==> src/rtl/sci_piso_tx_arbiter_if.sv <==
// Handshake and serial-line bundle for sci_piso_tx_arbiter.
// master: the requester side (drives REQ/DATA); slave: the arbiter.
interface sci_piso_tx_arbiter_if #(
    parameter int NREQ  = 2,
    parameter int DEPTH = 8
);
    logic [NREQ-1:0]       REQ;
    logic [NREQ*DEPTH-1:0] DATA;
    logic [NREQ-1:0]       ACK;
    logic                  BUSY;
    logic                  SOUT;
    logic                  SVALID;
    logic                  SLAST;

    modport master (
        output REQ, DATA,
        input  ACK, BUSY, SOUT, SVALID, SLAST
    );

    modport slave (
        input  REQ, DATA,
        output ACK, BUSY, SOUT, SVALID, SLAST
    );
endinterface

==> src/rtl/sci_piso_tx_arbiter.sv <==
// sci_piso_tx_arbiter: round-robin scheduler sharing one PISO serializer
// between NREQ requesters. Words go out LSB-first, each bit held CLK_DIV
// cycles, framed by SVALID and SLAST.
// Optional feature: define SCI_TX_PARITY_EN to append an even-parity bit
// (PAR state) after the data bits; SLAST then marks the parity bit.
// All outputs are registered; nothing combinational reaches them from REQ/DATA.
module sci_piso_tx_arbiter #(
    parameter int DEPTH   = 8,
    parameter int NREQ    = 2,
    parameter int CLK_DIV = 1
) (
    input  logic                 CLK,
    input  logic                 RST,
    sci_piso_tx_arbiter_if.slave bus
);
    localparam int PTR_W = $clog2(NREQ);
    localparam int CNT_W = $clog2(DEPTH + 1);
    localparam int DIV_W = (CLK_DIV > 1) ? $clog2(CLK_DIV) : 1;

    localparam logic [CNT_W-1:0] LAST_BIT = CNT_W'(DEPTH - 1);
    localparam logic [CNT_W-1:0] PEN_BIT  = CNT_W'(DEPTH - 2);
    localparam logic [DIV_W-1:0] DIV_LAST = DIV_W'(CLK_DIV - 1);

    typedef enum logic [2:0] {
        IDLE,
        LOAD,
        SHIFT,
`ifdef SCI_TX_PARITY_EN
        PAR,
`endif
        GAP
    } state_t;

    state_t             state_reg;
    logic [PTR_W-1:0]   ptr_reg;
    logic [PTR_W-1:0]   grant_reg;
    logic [DEPTH-1:0]   shreg_reg;
    logic [CNT_W-1:0]   bit_cnt_reg;
    logic [DIV_W-1:0]   div_reg;
    logic [NREQ-1:0]    ack_reg;
    logic               busy_reg;
    logic               sout_reg;
    logic               svalid_reg;
    logic               slast_reg;
`ifdef SCI_TX_PARITY_EN
    logic               par_reg;
`endif

    logic [PTR_W-1:0]   grant_next;
    logic [PTR_W-1:0]   ptr_next;
    logic [PTR_W-1:0]   scan_idx;
    logic               found;

    // Per-requester view of the flat DATA bus
    logic [DEPTH-1:0]   data_word [NREQ];

    generate
        for (genvar gi = 0; gi < NREQ; gi++) begin : g_slice
            assign data_word[gi] = bus.DATA[gi*DEPTH +: DEPTH];
        end
    endgenerate

    // Pick the first requester at or after the priority pointer, wrapping
    always_comb begin
        grant_next = '0;
        scan_idx   = '0;
        found      = 1'b0;
        for (int k = 0; k < NREQ; k++) begin
            scan_idx = PTR_W'((int'(ptr_reg) + k) % NREQ);
            if (!found && bus.REQ[scan_idx]) begin
                found      = 1'b1;
                grant_next = scan_idx;
            end
        end
        ptr_next = PTR_W'((int'(grant_reg) + 1) % NREQ);
    end

    // Frame sequencer: state, serializer, counters and registered outputs
    always_ff @(posedge CLK) begin
        if (RST) begin
            state_reg   <= IDLE;
            ptr_reg     <= '0;
            grant_reg   <= '0;
            bit_cnt_reg <= '0;
            div_reg     <= '0;
            ack_reg     <= '0;
            busy_reg    <= 1'b0;
            sout_reg    <= 1'b0;
            svalid_reg  <= 1'b0;
            slast_reg   <= 1'b0;
`ifdef SCI_TX_PARITY_EN
            par_reg     <= 1'b0;
`endif
        end else begin
            case (state_reg)
                IDLE: begin
                    if (found) begin
                        state_reg           <= LOAD;
                        grant_reg           <= grant_next;
                        ack_reg             <= '0;
                        ack_reg[grant_next] <= 1'b1;
                        busy_reg            <= 1'b1;
                    end
                end
                LOAD: begin
                    state_reg   <= SHIFT;
                    shreg_reg   <= data_word[grant_reg];
                    ptr_reg     <= ptr_next;
                    bit_cnt_reg <= '0;
                    div_reg     <= '0;
                    ack_reg     <= '0;
                    sout_reg    <= data_word[grant_reg][0];
                    svalid_reg  <= 1'b1;
                    slast_reg   <= 1'b0;
`ifdef SCI_TX_PARITY_EN
                    par_reg     <= ^data_word[grant_reg];
`endif
                end
                SHIFT: begin
                    if (div_reg == DIV_LAST) begin
                        div_reg     <= '0;
                        shreg_reg   <= shreg_reg >> 1;
                        bit_cnt_reg <= bit_cnt_reg + 1'b1;
                        if (bit_cnt_reg == LAST_BIT) begin
`ifdef SCI_TX_PARITY_EN
                            state_reg  <= PAR;
                            sout_reg   <= par_reg;
                            slast_reg  <= 1'b1;
`else
                            state_reg  <= GAP;
                            sout_reg   <= 1'b0;
                            svalid_reg <= 1'b0;
                            slast_reg  <= 1'b0;
`endif
                        end else begin
                            sout_reg  <= shreg_reg[1];
`ifdef SCI_TX_PARITY_EN
                            slast_reg <= 1'b0;
`else
                            slast_reg <= (bit_cnt_reg == PEN_BIT);
`endif
                        end
                    end else begin
                        div_reg <= div_reg + 1'b1;
                    end
                end
`ifdef SCI_TX_PARITY_EN
                PAR: begin
                    if (div_reg == DIV_LAST) begin
                        state_reg  <= GAP;
                        div_reg    <= '0;
                        sout_reg   <= 1'b0;
                        svalid_reg <= 1'b0;
                        slast_reg  <= 1'b0;
                    end else begin
                        div_reg <= div_reg + 1'b1;
                    end
                end
`endif
                GAP: begin
                    state_reg <= IDLE;
                    busy_reg  <= 1'b0;
                end
                default: begin
                    state_reg <= IDLE;
                    busy_reg  <= 1'b0;
                end
            endcase
        end
    end

    assign bus.ACK    = ack_reg;
    assign bus.BUSY   = busy_reg;
    assign bus.SOUT   = sout_reg;
    assign bus.SVALID = svalid_reg;
    assign bus.SLAST  = slast_reg;

endmodule

==> src/flat_wrapper.sv <==
// flat-port wrapper written by rule: the top's interface ports become plain ports
module sci_piso_tx_arbiter_flat 
#(
    parameter int DEPTH   = 8,
    parameter int NREQ    = 2,
    parameter int CLK_DIV = 1
)
  (CLK, RST, bus_REQ, bus_DATA, bus_ACK, bus_BUSY, bus_SOUT, bus_SVALID, bus_SLAST);
  sci_piso_tx_arbiter_if #(.NREQ(NREQ), .DEPTH(DEPTH)) bus_i ();
  input  logic CLK;
  input  logic RST;
  input wire logic [$bits(bus_i.REQ)-1:0] bus_REQ;
  input wire logic [$bits(bus_i.DATA)-1:0] bus_DATA;
  output wire logic [$bits(bus_i.ACK)-1:0] bus_ACK;
  output wire logic [$bits(bus_i.BUSY)-1:0] bus_BUSY;
  output wire logic [$bits(bus_i.SOUT)-1:0] bus_SOUT;
  output wire logic [$bits(bus_i.SVALID)-1:0] bus_SVALID;
  output wire logic [$bits(bus_i.SLAST)-1:0] bus_SLAST;
  assign bus_i.REQ = bus_REQ;
  assign bus_i.DATA = bus_DATA;
  assign bus_ACK = bus_i.ACK;
  assign bus_BUSY = bus_i.BUSY;
  assign bus_SOUT = bus_i.SOUT;
  assign bus_SVALID = bus_i.SVALID;
  assign bus_SLAST = bus_i.SLAST;
  sci_piso_tx_arbiter #(.DEPTH(DEPTH), .NREQ(NREQ), .CLK_DIV(CLK_DIV)) u_core (.CLK(CLK), .RST(RST), .bus(bus_i));
endmodule
==> config.mk <==
export PLATFORM = sky130hd
export DESIGN_NAME = sci_piso_tx_arbiter_flat
export DESIGN_NICKNAME = d
export VERILOG_FILES = /design/src/rtl/sci_piso_tx_arbiter_if.sv /design/src/rtl/sci_piso_tx_arbiter.sv /design/src/flat_wrapper.sv
export SDC_FILE = /design/constraint.sdc
export NUM_CORES = 1
export LEC_CHECK = 0
export BUFFER_PORTS_ARGS = -buffer_cell sky130_fd_sc_hd__buf_2
export CAP_MARGIN = 0
export CORE_UTILIZATION = 45
export DETAILED_ROUTE_END_ITERATION = 12
export GPL_ROUTABILITY_DRIVEN = 0
export HOLD_SLACK_MARGIN = 0.02
export PLACE_DENSITY = 0.71
export SLEW_MARGIN = 20
export SYNTH_ARGS = -nofsm -noshare
export SYNTH_HDL_FRONTEND = slang
export SYNTH_SLANG_ARGS = --single-unit
==> constraint.sdc <==
create_clock -name CLK -period 1.6 [get_ports CLK]
set_input_delay 0.08 -clock CLK [delete_from_list [all_inputs] [get_ports CLK]]
set_output_delay 0.08 -clock CLK [all_outputs]
set_load 0.03 [all_outputs]
# After elaboration in Yosys (flattened, before gate mapping)

Index checks and enable logic that the tools add are counted.
Widths: inputs -> output; s select.

Bitwise operators: 3
Reduce and logical (&&, ||, !) cells: 14
Muxes and demuxes: 36
Order comparisons: 5
Equality and inequality tests: 7
Add/subtract/negate cells: 4

Operators with widths:

| cell                | count |
|---|---|
| $mux 8              | 4 |
| $mux 1              | 17 |
| $pmux 8 s2          | 1 |
| $pmux 1 s2          | 5 |
| $mux 3              | 3 |
| $pmux 3 s3          | 1 |
| $reduce_and 3->1    | 3 |
| $eq 4x3->1 const B  | 2 |
| $pmux 4 s2          | 1 |
| $reduce_and 2->1    | 4 |
| $lt 1x2->1 const B  | 3 |
| $add 4x1->4 const B | 1 |
| $mux 4              | 1 |
| $ne 2x1->1 const B  | 2 |
| $pmux 2 s2          | 1 |
| $reduce_bool 2->1   | 2 |
| $add 1x1->1 const B | 3 |
| $eq 3x1->1 const B  | 1 |
| $eq 3x2->1 const B  | 1 |
| $logic_not 3->1     | 1 |
| $ge 2x2->1 const B  | 1 |
| $logic_and 1x1->1   | 2 |
| $mux 2              | 1 |
| $ne 2x2->1 const B  | 1 |
| other kinds (6)     | 7 |

Output and inout port bits: 6
Bits in registers: 24
Logic and storage cells: 80

# Logic depth before layout (Yosys ltp)

Gate-level depths: netlist of run 1.

Word-level depth: 12
Depth in mapped cells: 6
Gate-level depth less buffers: 5

# Worst setup path after synthesis of run 1

No wires, ideal clock.

Path type: reg2reg
From: register u_core.state_reg[0]
To: register u_core.shreg_reg[1], enable pin
Setup time: 0.371 ns
Stages on the path, launching flop included: 4
Path slack: 0.039 ns
Arrival time: 1.190 ns
Path buffers: 0
Data required time: 1.229 ns
Cell sequence: dfxtp_1 > inv_1 > ha_1 > nor2b_1

Longest elaborated chain between the ends: 3

Ends and longest elaborated chain:

| element                                                          | line                       | text |
|---|---|---|
| from (decl)                                                      | sci_piso_tx_arbiter.sv:34  | `state_t state_reg;` |
| from (signal assigned)                                           | sci_piso_tx_arbiter.sv:81  | `state_reg <= IDLE;` |
| from (signal assigned)                                           | sci_piso_tx_arbiter.sv:98  | `state_reg <= LOAD;` |
| from (signal assigned)                                           | sci_piso_tx_arbiter.sv:106 | `state_reg <= SHIFT;` |
| $eq 3x2->1 or $eq 3x1->1 (tied branches)                         | sci_piso_tx_arbiter.sv:95  | `case (state_reg)` |
| $ne 2x2->1 (no source line) or $reduce_bool 2->1 (tied branches) | n/a                        |  |
| $reduce_and 3->1 (no source line) *                              | n/a                        |  |
| to (signal assigned)                                             | sci_piso_tx_arbiter.sv:107 | `shreg_reg <= data_word[grant_reg];` |
| to (signal assigned)                                             | sci_piso_tx_arbiter.sv:122 | `shreg_reg <= shreg_reg >> 1;` |
| to (decl)                                                        | sci_piso_tx_arbiter.sv:37  | `logic [DEPTH-1:0] shreg_reg;` |

Every way passes the cells marked *; elsewhere a longest branch is shown, timed or not.
A chain may end at the register's enable or synchronous reset.

# Worst setup path after layout of run 1

From: register u_core.state_reg[0]
To: register u_core.state_reg[1]

Longest elaborated chain between the ends: 3

Ends and longest elaborated chain:

| element                                                   | line |
|---|---|
| $eq 3x2->1 or $logic_not 3->1 (tied branches)             | sci_piso_tx_arbiter.sv:95 |
| $ne 2x2->1 (no source line) or $ne 2x1->1 (tied branches) | n/a |
| $reduce_and 3->1 (no source line)                         | n/a |

Several ways; a longest one is shown, not always the timed one.

==> results of run 1 <==
==> cells in the mapped netlist, types with 2 or more instances <==
| library cell | n |
|---|---|
| sky130_fd_sc_hd__dfxtp_1 | 14 |
| sky130_fd_sc_hd__o21ai_0 | 11 |
| sky130_fd_sc_hd__mux2i_1 | 8 |
| sky130_fd_sc_hd__nand2_1 | 8 |
| sky130_fd_sc_hd__nor2_1 | 8 |
| sky130_fd_sc_hd__edfxtp_1 | 7 |
| sky130_fd_sc_hd__ha_1 | 7 |
| sky130_fd_sc_hd__nand2b_1 | 7 |
| sky130_fd_sc_hd__inv_1 | 6 |
| sky130_fd_sc_hd__a21oi_1 | 5 |
| sky130_fd_sc_hd__buf_2 | 3 |
| sky130_fd_sc_hd__nand3_1 | 3 |
| sky130_fd_sc_hd__nor2b_1 | 3 |
| sky130_fd_sc_hd__a21o_1 | 2 |
| sky130_fd_sc_hd__a31oi_1 | 2 |
| sky130_fd_sc_hd__clkbuf_1 | 2 |
| sky130_fd_sc_hd__mux2_2 | 2 |
| sky130_fd_sc_hd__nand4b_1 | 2 |
==> power by group through the flow <==
stage | clock, mW | sequential (mW) | combinational, mW
after floorplan | 0 | 0.880 | 0.506
after global placement | 0 | 0.788 | 0.873
after detailed placement | 0 | 0.796 | 0.899
after CTS | 0.271 | 0.781 | 0.906
after global routing | 0.283 | 0.794 | 1.03
final | 0.266 | 0.779 | 0.937
==> path summary, 6_finish.rpt <==
check | end | slack (ns) | cells after the start
worst max-delay path | u_core.state_reg[1] | 0.06 | 5
worst min-delay path | u_core.shreg_reg[7] | 0.09 | 3
worst max register to register | u_core.state_reg[1] | 0.06 | 5
worst min register to register | u_core.bus.SLAST | 0.48 | 2
==> per-layer routing <==
layer,vias up,GRT usage [%]
met5,-,0
met4,0,6.76
met3,4,1.75
met2,18,32.9
met1,440,24.7
li1,475,-
==> stage by stage <==
step / area (um^2) / std cells / util (%) / hold slack [ns] / worst slack, ns
floorplan: 1110 / 114 / - / 0.152 / 0.0389
global placement: 1320 / 171 / 57.8 / 0.396 / 0.104
detailed placement: 1320 / 171 / 57.8 / 0.407 / 0.0675
CTS: 1340 / 175 / 59.0 / 0.0971 / 0.0268
global route: 1360 / 175 / 59.5 / 0.115 / -0.00616
finish: 1360 / 175 / 59.5 / 0.0921 / 0.0634
==> logic make-up after synthesis <==
group	share of synthesized area, %
simple gates	18.7
fa+ha+maj	7.89
buf+inv	4.06
mux	9.24
flops	44.2
compound gates	15.9
==> worst register-to-register path, delay by kind of cell (launching register included) <==
kind,cells,cell delay (ns)
buf+inv,2,0.34
fa+ha+maj,1,0.25
compound gates,1,0.18
mux,1,0.35
flops,1,0.33
==> layout make-up <==
| type | count | area [um^2] |
|---|---|---|
| Sequential cell | 21 | 490 |
| Multi-Input combinational cell | 82 | 587 |
| Tap cell | 28 | 35.0 |
| Inverter | 6 | 22.5 |
| Clock inverter | 1 | 5.00 |
| Clock buffer | 3 | 22.5 |
| Fill cell | 196 | 921 |
| Timing Repair Buffer | 34 | 193 |
==> impl_results.rst, run 1 <==
.. list-table::
   :header-rows: 1

   * - Metric
     - Value
   * - Die height
     - 51.7 um
   * - Vias
     - 937
   * - Initial standard-cell utilization of the core
     - 48.8%
   * - Number of antenna violations at the first check in global routing
     - 0
   * - Critical path class
     - flip-flop to flip-flop
   * - Leakage component of the power
     - 0.550 nW
   * - Transition at the pin with the smallest max-transition slack
     - 0.303 ns
   * - Number of synthesized flops with an enable pin
     - 7
   * - H-tree depth
     - 1
   * - Result of the run
     - completed
   * - Sequential share of power
     - 39.3%
   * - Synth Net Count
     - 141
   * - Reg-to-reg critical path startpoint
     - u_core.state_reg[0]
   * - Number of flip-flops under the largest register name
     - 7
   * - Fraction of registers with async set or reset after synthesis
     - 0%
   * - Yosys reg bits
     - 21
   * - Portion of total power attributed to the clock network
     - 13.4%
   * - Peak supply drop
     - 0.000941 V
   * - Max-Cap Viols
     - 0
   * - Switching fraction of total power
     - 37.6%
   * - Buffers from clock root to sink, at most
     - 2
   * - Routed length on met2
     - 1.10 mm
   * - Top routing layer in use
     - met4
   * - Number of buffers added by the clock tree synthesis step
     - 3
   * - Min cycle time layout
     - 1.54 ns
   * - Total negative setup slack
     - 0 ns
   * - Data required time at the worst endpoint
     - 1.82 ns
   * - Number of max-slew violations in the final report
     - 0
   * - Total inserted antenna cells
     - 0
   * - Cell-internal power
     - 1.24 mW
   * - Clock latency reported for the late side of the worst-skew pair
     - 0.31 ns
   * - Final-report setup violation count
     - 0
   * - Routed wire length per instance
     - 13.0 um
   * - M1 WL
     - 1.08 mm
   * - Half-perimeter wire length after detailed placement
     - 1.72 mm
   * - Largest area contributor in the synthesized netlist
     - sky130_fd_sc_hd__dfxtp_1
   * - Post-CTS setup buffers
     - 0
   * - Final hold violations
     - 0
   * - Dominant synthesized flop cell
     - sky130_fd_sc_hd__dfxtp_1
   * - Number of I/O pins
     - 26
   * - Proportion of synthesized chip area in sequential cells
     - 44.2%
   * - Post-route antenna net violation count
     - 0
   * - Max Freq
     - 651 MHz
   * - Iter 0 DRT Violations
     - 9
   * - First-pass GRT wire length
     - 3.78 mm
   * - Max-slew headroom at the worst pin
     - 79.8%
   * - Data arrival time of the critical path
     - 1.75 ns
   * - Number of instances in the synthesized netlist
     - 114
   * - Worst setup startpoint
     - u_core.state_reg[0]
   * - Via count of the first global-routing pass
     - 867
   * - Sink count of the clock tree
     - 21
   * - Hold Path Origin
     - bus_DATA[7]
   * - Fraction of final layout cells with drive strength greater than 1
     - 30.6%
   * - Root Buffer Master
     - sky130_fd_sc_hd__clkbuf_4
   * - TritonCTS clock tree
     - done
   * - Leading cell types in the layout, fill and taps excluded
     - 25 x sky130_fd_sc_hd__buf_2, 14 x sky130_fd_sc_hd__dfxtp_1, 11 x sky130_fd_sc_hd__o21ai_0, 9 x sky130_fd_sc_hd__buf_4
   * - Areal power density over the cells
     - 1460 mW/mm^2
   * - Detailed-route wire length
     - 2.27 mm
   * - Post-detailed-route via-to-cell ratio
     - 5.35
   * - Net switching power
     - 0.744 mW
   * - Cell family contributing the most delay on the critical path
     - multiplexers
   * - DRC violation count after routing
     - 0
   * - Most frequent standard cell in the layout excluding fill and tap cells
     - sky130_fd_sc_hd__buf_2
   * - Overall overflow remaining after global route
     - 0
   * - Kind of end point of the critical path
     - flip-flop
   * - Clock slew seen by the registers of the worst setup and hold paths
     - 0.13 ns
   * - Horizontal die dimension
     - 51.7 um
   * - Portion of the clock cycle consumed by the worst path in the final layout
     - 96.0%
   * - Area growth from synthesis to layout
     - 22.1%
   * - Library cell contributing the largest single delay on the critical path
     - sky130_fd_sc_hd__mux2_2
   * - Global routing usage summed across all routing layers
     - 19.1%
   * - Count of hold-fix buffers inserted at cts
     - 0
   * - Die footprint
     - 0.00267 mm^2
   * - Top cells by area in the synthesized netlist
     - sky130_fd_sc_hd__dfxtp_1 25%, sky130_fd_sc_hd__edfxtp_1 19%, sky130_fd_sc_hd__ha_1 7.9%, sky130_fd_sc_hd__mux2i_1 7.2%, sky130_fd_sc_hd__o21ai_0 5.0%
   * - First-pass iteration count of the detailed router
     - 4
   * - Total number of nets in the final design
     - 175
   * - Synth top area share
     - 25.3%
   * - Category of the worst setup path launch point
     - flip-flop
   * - Post-CTS sizing
     - 0
   * - Input/output buffers
     - 25
   * - Critical Path, Cell by Cell
     - inv_1 -> ha_1 -> buf_4 -> a21o_1 -> mux2_2
   * - Synthesized area divided by synthesized cell count
     - 9.74 um^2
   * - Total power of the final layout
     - 1.98 mW
   * - Synth unique cells
     - 32
   * - Largest fanout of any net on the critical path
     - 13
   * - Routed length on met3
     - 67 um
   * - Critical path buffer and inverter count
     - 2
   * - Max stage delay on crit path
     - 0.35 ns
   * - Number of warnings reported in the yosys synthesis log
     - 0
   * - Core Region
     - 0.00228 mm^2
   * - Worst min-delay path class
     - input pin to flip-flop
   * - Combinational group share of total power
     - 47.3%
   * - Netlist area before placement
     - 0.00111 mm^2
   * - FP Rows
     - 17
   * - Maximum number of pins on one net before global-route repair
     - 18
   * - Worst Skew
     - 0.0106 ns
(Power assumes the default switching activity.)
==> run 2: changes to the inputs <==
--- a/config.mk
+++ b/config.mk
@@ -12,6 +12,7 @@
 export GPL_ROUTABILITY_DRIVEN = 0
 export HOLD_SLACK_MARGIN = 0.02
 export PLACE_DENSITY = 0.71
+export SETUP_SLACK_MARGIN = 0.4
 export SLEW_MARGIN = 20
 export SYNTH_ARGS = -nofsm -noshare
 export SYNTH_HDL_FRONTEND = slang
==> run 2 against run 1 <==
Net effect:
- via count is 12% higher
- die area stayed put
- combinational power is 56% higher
- clock skew is 0.0014 ns lower
- global-route usage is 2.9 points higher
- non-clock buffer count is 12 higher
- hold slack worse by 0.0051 ns
- critical path depth stayed put
- final area is 20% higher
==> impl_results.rst, run 2 (same netlist as run 1, synthesis figures left out) <==
.. list-table::
   :header-rows: 1

   * - Metric
     - Value
   * - Result of the run
     - completed
   * - Setup repair after global routing missed its margin
     - true
   * - Die footprint
     - 0.00267 mm^2
   * - Number of I/O pins
     - 26
   * - Worst setup slack for register-to-register paths
     - 0.17 ns
   * - Data required time at the worst endpoint
     - 1.85 ns
   * - Top routing layer in use
     - met4
   * - M1 WL
     - 1.22 mm
   * - Number of antenna violations at the first check in global routing
     - 0
   * - Half-perimeter wire length after detailed placement
     - 1.61 mm
   * - Input/output buffers
     - 25
   * - Hold Path Sink
     - u_core.shreg_reg[7]
   * - Cell-internal power
     - 1.58 mW
   * - Area growth from synthesis to layout
     - 47.0%
   * - Total negative setup slack
     - 0 ns
   * - Areal power density over the cells
     - 1550 mW/mm^2
   * - Kind of end point of the critical path
     - flip-flop
   * - Vias
     - 1048
   * - Routed length on met2
     - 1.43 mm
   * - Final hold violations
     - 0
   * - Die height
     - 51.7 um
   * - Clock slew seen by the registers of the worst setup and hold paths
     - 0.12 ns
   * - Max-Cap Viols
     - 0
   * - Buffers from clock root to sink, at most
     - 2
   * - Leading cell types in the layout, fill and taps excluded
     - 25 x sky130_fd_sc_hd__buf_2, 13 x sky130_fd_sc_hd__buf_4, 10 x sky130_fd_sc_hd__dfxtp_1, 8 x sky130_fd_sc_hd__mux2i_1
   * - Most frequent standard cell in the layout excluding fill and tap cells
     - sky130_fd_sc_hd__buf_2
   * - Detailed-route wire length
     - 2.81 mm
   * - Setup slack after layout
     - 0.172 ns
   * - Area taken by multi-input logic gates
     - 707 um^2
   * - First-pass GRT wire length
     - 4.29 mm
   * - Filler Cells Inserted
     - 164
   * - H-tree depth
     - 1
   * - Number of buffers added by the clock tree synthesis step
     - 3
   * - Clock latency reported for the late side of the worst-skew pair
     - 0.31 ns
   * - Worst min-delay path class
     - input pin to flip-flop
   * - Global routing usage summed across all routing layers
     - 22.0%
   * - Hold Path Origin
     - bus_DATA[7]
   * - Routed length on met3
     - 95 um
   * - Maximum number of pins on one net before global-route repair
     - 18
   * - Combinational group share of total power
     - 57.6%
   * - Data arrival time of the critical path
     - 1.68 ns
   * - Post-route antenna net violation count
     - 0
   * - Overall overflow remaining after global route
     - 0
   * - Post-detailed-route via-to-cell ratio
     - 5.60
   * - Destination of the worst register-to-register timing path
     - u_core.bus.SLAST
   * - Depth of the worst register-to-register path
     - 5
   * - Critical path class
     - flip-flop to flip-flop
   * - Cells on Worst Hold Path
     - 3
   * - Total power of the final layout
     - 2.53 mW
   * - Net switching power
     - 0.954 mW
   * - First-pass iteration count of the detailed router
     - 4
   * - Horizontal die dimension
     - 51.7 um
   * - Transition at the pin with the smallest max-transition slack
     - 0.356 ns
   * - Dpl cell area
     - 0.00130 mm^2
   * - Total number of nets in the final design
     - 187
   * - Root Buffer Master
     - sky130_fd_sc_hd__clkbuf_4
   * - Largest fanout of any net on the critical path
     - 5
   * - Min cycle time layout
     - 1.43 ns
   * - DRC violation count after routing
     - 0
   * - Reg area
     - 500 um^2
   * - Switching fraction of total power
     - 37.6%
   * - Portion of total power attributed to the clock network
     - 9.9%
   * - Worst Skew
     - 0.00918 ns
   * - Peak supply drop
     - 0.00117 V
   * - Sequential share of power
     - 32.5%
   * - Portion of the clock cycle consumed by the worst path in the final layout
     - 89.3%
   * - Iter 0 DRT Violations
     - 18
   * - TritonCTS clock tree
     - done
   * - Post-route design area
     - 0.00163 mm^2
   * - Max-slew headroom at the worst pin
     - 76.3%
   * - Final-report setup violation count
     - 0
   * - Number of max-slew violations in the final report
     - 0
   * - Via count of the first global-routing pass
     - 945
   * - Fraction of final layout cells with drive strength greater than 1
     - 51.6%
   * - Routed wire length per instance
     - 15.0 um
   * - Category of the worst setup path launch point
     - flip-flop
   * - Leakage component of the power
     - 0.666 nW
   * - Max Freq
     - 700 MHz
   * - FP Rows
     - 17
   * - Total inserted antenna cells
     - 0
   * - Core Region
     - 0.00228 mm^2
   * - Sink count of the clock tree
     - 21
   * - Reg-to-reg critical path startpoint
     - u_core.state_reg[0]
   * - Initial standard-cell utilization of the core
     - 48.8%
   * - Number of flip-flops under the largest register name
     - 7
   * - Pre-CTS setup slack
     - 0.104 ns
==> run 2: how the worst max path moves through the flow <==
| stage | from | endpoint | slack, ns | depth (start not counted) |
|---|---|---|---|---|
| finish | u_core.state_reg[0] | u_core.bus.SLAST | 0.17 | 5 |
| floorplan | u_core.state_reg[0] | u_core.bus.SLAST | 0.25 | 5 |
| CTS | u_core.bit_cnt_reg[0] | u_core.bus.SLAST | 0.19 | 4 |
| global route | u_core.state_reg[1] | u_core.bit_cnt_reg[3] | 0.14 | 6 |
| detailed placement | u_core.state_reg[1] | u_core.bus.SLAST | 0.10 | 5 |
| global placement | u_core.state_reg[0] | u_core.bus.SLAST | 0.15 | 5 |
==> run 2: layout make-up <==
class / count / share of cell area [%]
Multi-Input combinational cell: 82 / 43.3
Sequential cell: 21 / 30.7
Timing Repair Buffer: 46 / 20.5
Tap cell: 28 / 2.15
Inverter: 6 / 1.69
Clock buffer: 3 / 1.38
Clock inverter: 1 / 0.307
==> run 2: repair_timing <==
action / in CTS / in global routing
hold buffers: 0 / 0
buffers inserted: 12 / 6
endpoints found under the setup margin: 22 / 25
pin swaps: 2 / 10
resized for setup: 13 / 32
==> run 2: worst max-delay path: stages, from the launching register on <==
cell and delay (ns):
sky130_fd_sc_hd__dfxtp_2 0.38, sky130_fd_sc_hd__inv_4 0.06, sky130_fd_sc_hd__ha_4 0.29, sky130_fd_sc_hd__nand2_1 0.05, sky130_fd_sc_hd__or4b_4 0.48, sky130_fd_sc_hd__a21oi_2 0.12
==> run 2: metrics by stage <==
stage          hold slack (ns)  instances  util (%)
3_3_place_gp             0.397        165      57.2
2_1_floorplan            0.152        114         -
6_report                0.0870        187      71.7
4_1_cts                 0.0840        181      65.6
3_5_place_dp             0.404        165      57.2
5_1_grt                 0.0724        187      71.7
==> run 2: power groups by stage <==
stage	clock network [mW]	logic (mW)	registers, mW
global placement	0	0.840	0.801
global route	0.280	1.57	0.836
floorplan	0	0.583	0.887
finish	0.251	1.46	0.824
detailed placement	0	0.878	0.807
CTS	0.260	1.18	0.796
==> run 2: per-layer routing <==
layer  up-vias  global-route usage [%]
met1       514                    26.6
met5         -                       0
li1        505                       -
met2        21                    37.4
met4         0                    7.21
met3         8                    5.85
==> run 3: changes to the inputs <==
--- a/config.mk
+++ b/config.mk
@@ -5,6 +5,7 @@
 export SDC_FILE = /design/constraint.sdc
 export NUM_CORES = 1
 export LEC_CHECK = 0
+export ABC_AREA = 1
 export BUFFER_PORTS_ARGS = -buffer_cell sky130_fd_sc_hd__buf_2
 export CAP_MARGIN = 0
 export CORE_UTILIZATION = 45
==> constraint.sdc (replaced) <==
create_clock -name CLK -period 1.16 [get_ports CLK]
set_input_delay 0.058 -clock CLK [delete_from_list [all_inputs] [get_ports CLK]]
set_output_delay 0.058 -clock CLK [all_outputs]
set_load 0.03 [all_outputs]
==> run 3 against run 2 <==
Net effect:
- the run now ends with negative setup slack left
- core utilization grew 1.8 points
- sequential share of layout area shrank 0.38 points
- fmax increased by 12%
- worst setup slack worse by 0.28 ns
- combinational power up 92%
- largest cell class unchanged
- die area up 0.21%
==> impl_results.rst, run 3 <==
.. list-table::
   :header-rows: 1

   * - Metric
     - Value
   * - Result of the run
     - finished with violations
   * - Failing checks
     - negative setup slack
   * - Worst min-delay path class
     - input pin to flip-flop
   * - Die footprint
     - 0.00267 mm^2
   * - Fraction of registers with async set or reset after synthesis
     - 0%
   * - Dominant synthesized flop cell
     - sky130_fd_sc_hd__dfxtp_1
   * - Proportion of synthesized chip area in sequential cells
     - 44.1%
   * - Top cells by area in the synthesized netlist
     - sky130_fd_sc_hd__dfxtp_1 25%, sky130_fd_sc_hd__edfxtp_1 19%, sky130_fd_sc_hd__a21oi_1 10%, sky130_fd_sc_hd__nand2_1 8.4%, sky130_fd_sc_hd__ha_1 7.9%
   * - Cells on Worst Hold Path
     - 2
   * - Setup repair after global routing missed its margin
     - true
   * - Cell count after placement
     - 204
   * - Maximum number of pins on one net before global-route repair
     - 12
   * - First-pass GRT wire length
     - 4.69 mm
   * - Fraction of the core area covered by cells at the end of the flow
     - 73.5%
   * - Transition at the pin with the smallest max-transition slack
     - 0.308 ns
   * - Reg area
     - 507 um^2
   * - Number of warnings reported in the yosys synthesis log
     - 0
   * - Final cell count without fillers
     - 215
   * - H-tree depth
     - 1
   * - DRC violation count after routing
     - 0
   * - Area taken by multi-input logic gates
     - 684 um^2
   * - Max Freq
     - 786 MHz
   * - Reg-to-reg critical path startpoint
     - u_core.state_reg[1]
   * - Number of flip-flops under the largest register name
     - 7
   * - Number of synthesized flops with an enable pin
     - 7
   * - Min cycle time layout
     - 1.27 ns
   * - Post-route design area
     - 0.00167 mm^2
   * - Total power of the final layout
     - 4.40 mW
   * - First-pass iteration count of the detailed router
     - 4
   * - Number of I/O pins
     - 26
   * - Setup slack after layout
     - -0.113 ns
   * - Data arrival time of the critical path
     - 1.31 ns
   * - Filler Cells Inserted
     - 163
   * - Routed wire length per instance
     - 13.5 um
   * - Total number of nets in the final design
     - 215
   * - Initial standard-cell utilization of the core
     - 48.9%
   * - Final-report setup violation count
     - 20
   * - Kind of end point of the critical path
     - flip-flop
   * - Worst hold-check slack
     - 0.0430 ns
   * - Most used standard cell by instance count after synthesis
     - sky130_fd_sc_hd__nand2_1
   * - Netlist area before placement
     - 0.00111 mm^2
   * - Peak supply drop
     - 0.00195 V
   * - Most used standard cells in the synthesized netlist
     - 25 x sky130_fd_sc_hd__nand2_1, 23 x sky130_fd_sc_hd__a21oi_1, 16 x sky130_fd_sc_hd__nor2_1
   * - TritonCTS clock tree
     - done
   * - Number of antenna violations at the first check in global routing
     - 0
   * - Worst setup slack for register-to-register paths
     - -0.11 ns
   * - Destination of the worst register-to-register timing path
     - u_core.shreg_reg[6]
   * - Root Buffer Master
     - sky130_fd_sc_hd__clkbuf_4
   * - Via count of the first global-routing pass
     - 1062
   * - Die height
     - 51.7 um
   * - Fraction of final layout cells with drive strength greater than 1
     - 54.5%
   * - Data required time at the worst endpoint
     - 1.19 ns
   * - Areal power density over the cells
     - 2630 mW/mm^2
   * - FP Rows
     - 17
   * - Yosys reg bits
     - 21
   * - Hold Path Origin
     - RST
   * - Number of buffers added by the clock tree synthesis step
     - 3
   * - Final hold violations
     - 0
   * - Vias
     - 1106
   * - Max-Cap Viols
     - 0
   * - Critical path class
     - flip-flop to flip-flop
   * - Clock slew seen by the registers of the worst setup and hold paths
     - 0.12 ns
   * - Global routing usage summed across all routing layers
     - 23.6%
   * - Synth Net Count
     - 165
   * - Overall overflow remaining after global route
     - 0
   * - Horizontal die dimension
     - 51.7 um
   * - Leakage component of the power
     - 0.723 nW
   * - Half-perimeter wire length after detailed placement
     - 1.96 mm
   * - Number of max-slew violations in the final report
     - 0
   * - Sink count of the clock tree
     - 21
   * - Depth of the worst register-to-register path
     - 5
   * - Core Region
     - 0.00228 mm^2
   * - Post-detailed-route via-to-cell ratio
     - 5.14
   * - Critical Path, Cell by Cell
     - inv_4 -> ha_4 -> inv_4 -> nor2_4 -> buf_12
   * - Total inserted antenna cells
     - 0
   * - Clock latency reported for the late side of the worst-skew pair
     - 0.30 ns
   * - Worst Skew
     - 0.00233 ns
   * - Synth unique cells
     - 24
   * - Max-slew headroom at the worst pin
     - 79.4%
   * - Most frequent standard cell in the layout excluding fill and tap cells
     - sky130_fd_sc_hd__nand2_1
   * - Leading cell types in the layout, fill and taps excluded
     - 21 x sky130_fd_sc_hd__nand2_1, 19 x sky130_fd_sc_hd__buf_2, 18 x sky130_fd_sc_hd__buf_4, 15 x sky130_fd_sc_hd__nor2_1, 15 x sky130_fd_sc_hd__a21oi_1
   * - Area growth from synthesis to layout
     - 50.4%
   * - Most used cell along the critical path
     - sky130_fd_sc_hd__inv_4
   * - Iter 0 DRT Violations
     - 12
   * - Count of hold-fix buffers inserted at cts
     - 0
   * - Number of instances in the synthesized netlist
     - 138
   * - Buffers from clock root to sink, at most
     - 2
   * - Pre-CTS setup slack
     - -0.154 ns
   * - Category of the worst setup path launch point
     - flip-flop
   * - Detailed-route wire length
     - 2.90 mm
   * - Post-route antenna net violation count
     - 0
   * - Hold Path Sink
     - u_core.bit_cnt_reg[1]
   * - Largest area contributor in the synthesized netlist
     - sky130_fd_sc_hd__dfxtp_1
   * - Synth top area share
     - 25.2%
   * - Largest fanout of any net on the critical path
     - 8
   * - Portion of the clock cycle consumed by the worst path in the final layout
     - 110%
   * - Max stage delay on crit path
     - 0.41 ns
   * - Total negative setup slack
     - -1.38 ns
   * - Input/output buffers
     - 25
   * - Library cell contributing the largest single delay on the critical path
     - sky130_fd_sc_hd__dfxtp_4
   * - Dpl cell area
     - 0.00140 mm^2
   * - Synthesized area divided by synthesized cell count
     - 8.06 um^2
==> run 3: cell count changes in the layout (fill, tap and decap cells not counted), moves of 4 or more <==
cell                       delta
sky130_fd_sc_hd__dfxtp_1      -7
sky130_fd_sc_hd__nand3_1      +4
sky130_fd_sc_hd__a21oi_2      +6
sky130_fd_sc_hd__inv_2        +7
sky130_fd_sc_hd__buf_2        -6
sky130_fd_sc_hd__buf_4        +5
sky130_fd_sc_hd__mux2i_1      -8
sky130_fd_sc_hd__buf_6        +5
sky130_fd_sc_hd__nand2b_1     -7
sky130_fd_sc_hd__a21oi_1     +11
sky130_fd_sc_hd__nor2_1       +8
sky130_fd_sc_hd__nand2_1     +20
sky130_fd_sc_hd__dfxtp_2      +8
==> run 3: routing by layer <==
metal	track usage [%]	vias up	share of wire (%)
li1	-	556	-
met1	28.4	525	44
met2	41.3	21	52
met3	4.68	4	2.5
met4	8.11	0	1.3
met5	0	-	0
==> run 3: layout make-up <==
| class | instances | area share [%] |
|---|---|---|
| clock buffers | 4 | 1.57 |
| multi-input cells | 100 | 40.9 |
| repair buffers | 48 | 21.7 |
| inverters | 14 | 3.44 |
| flip-flops and latches | 21 | 30.3 |
| well taps | 28 | 2.09 |
==> run 3: repair_timing <==
action | 4_1_cts | 5_1_grt
pin swaps | 9 | 2
setup endpoints to repair | 34 | 34
buffers inserted | 6 | 1
resized for setup | 39 | 17
==> run 3: cells by family after synthesis <==
family | after synthesis | share of synthesized area (%)
buffers and inverters | 17 | 6.52
and+or+nand+nor | 61 | 25.5
AOI/OAI and AO/OA | 31 | 15.2
xor gates and xnor gates | 1 | 0.788
DFF | 21 | 44.1
adders and majority gates | 7 | 7.87
==> run 3: worst max-delay path: cells and delay by family, from the launching register on <==
kind	cells	cell delay [ns]
fa+ha+maj	1	0.27
flops	1	0.41
buf+inv	3	0.22
simple gates	1	0.10
==> run 3: power breakdown <==
group          switching [mW]  internal, mW
combinational            1.48          1.32
sequential              0.166          1.07
clock                   0.227         0.134
==> run 3: how the worst max path moves through the flow <==
stage	from	end	slack, ns	cells after the start
6_report	u_core.state_reg[1]	u_core.shreg_reg[6]	-0.11	5
5_1_grt	u_core.state_reg[0]	u_core.bus.ACK[0]	-0.16	6
4_1_cts	u_core.state_reg[0]	u_core.shreg_reg[3]	-0.08	5
3_5_place_dp	u_core.state_reg[1]	u_core.shreg_reg[2]	-0.15	4
3_3_place_gp	u_core.state_reg[1]	u_core.shreg_reg[3]	-0.13	4
2_1_floorplan	u_core.state_reg[0]	u_core.shreg_reg[1]	-0.16	5
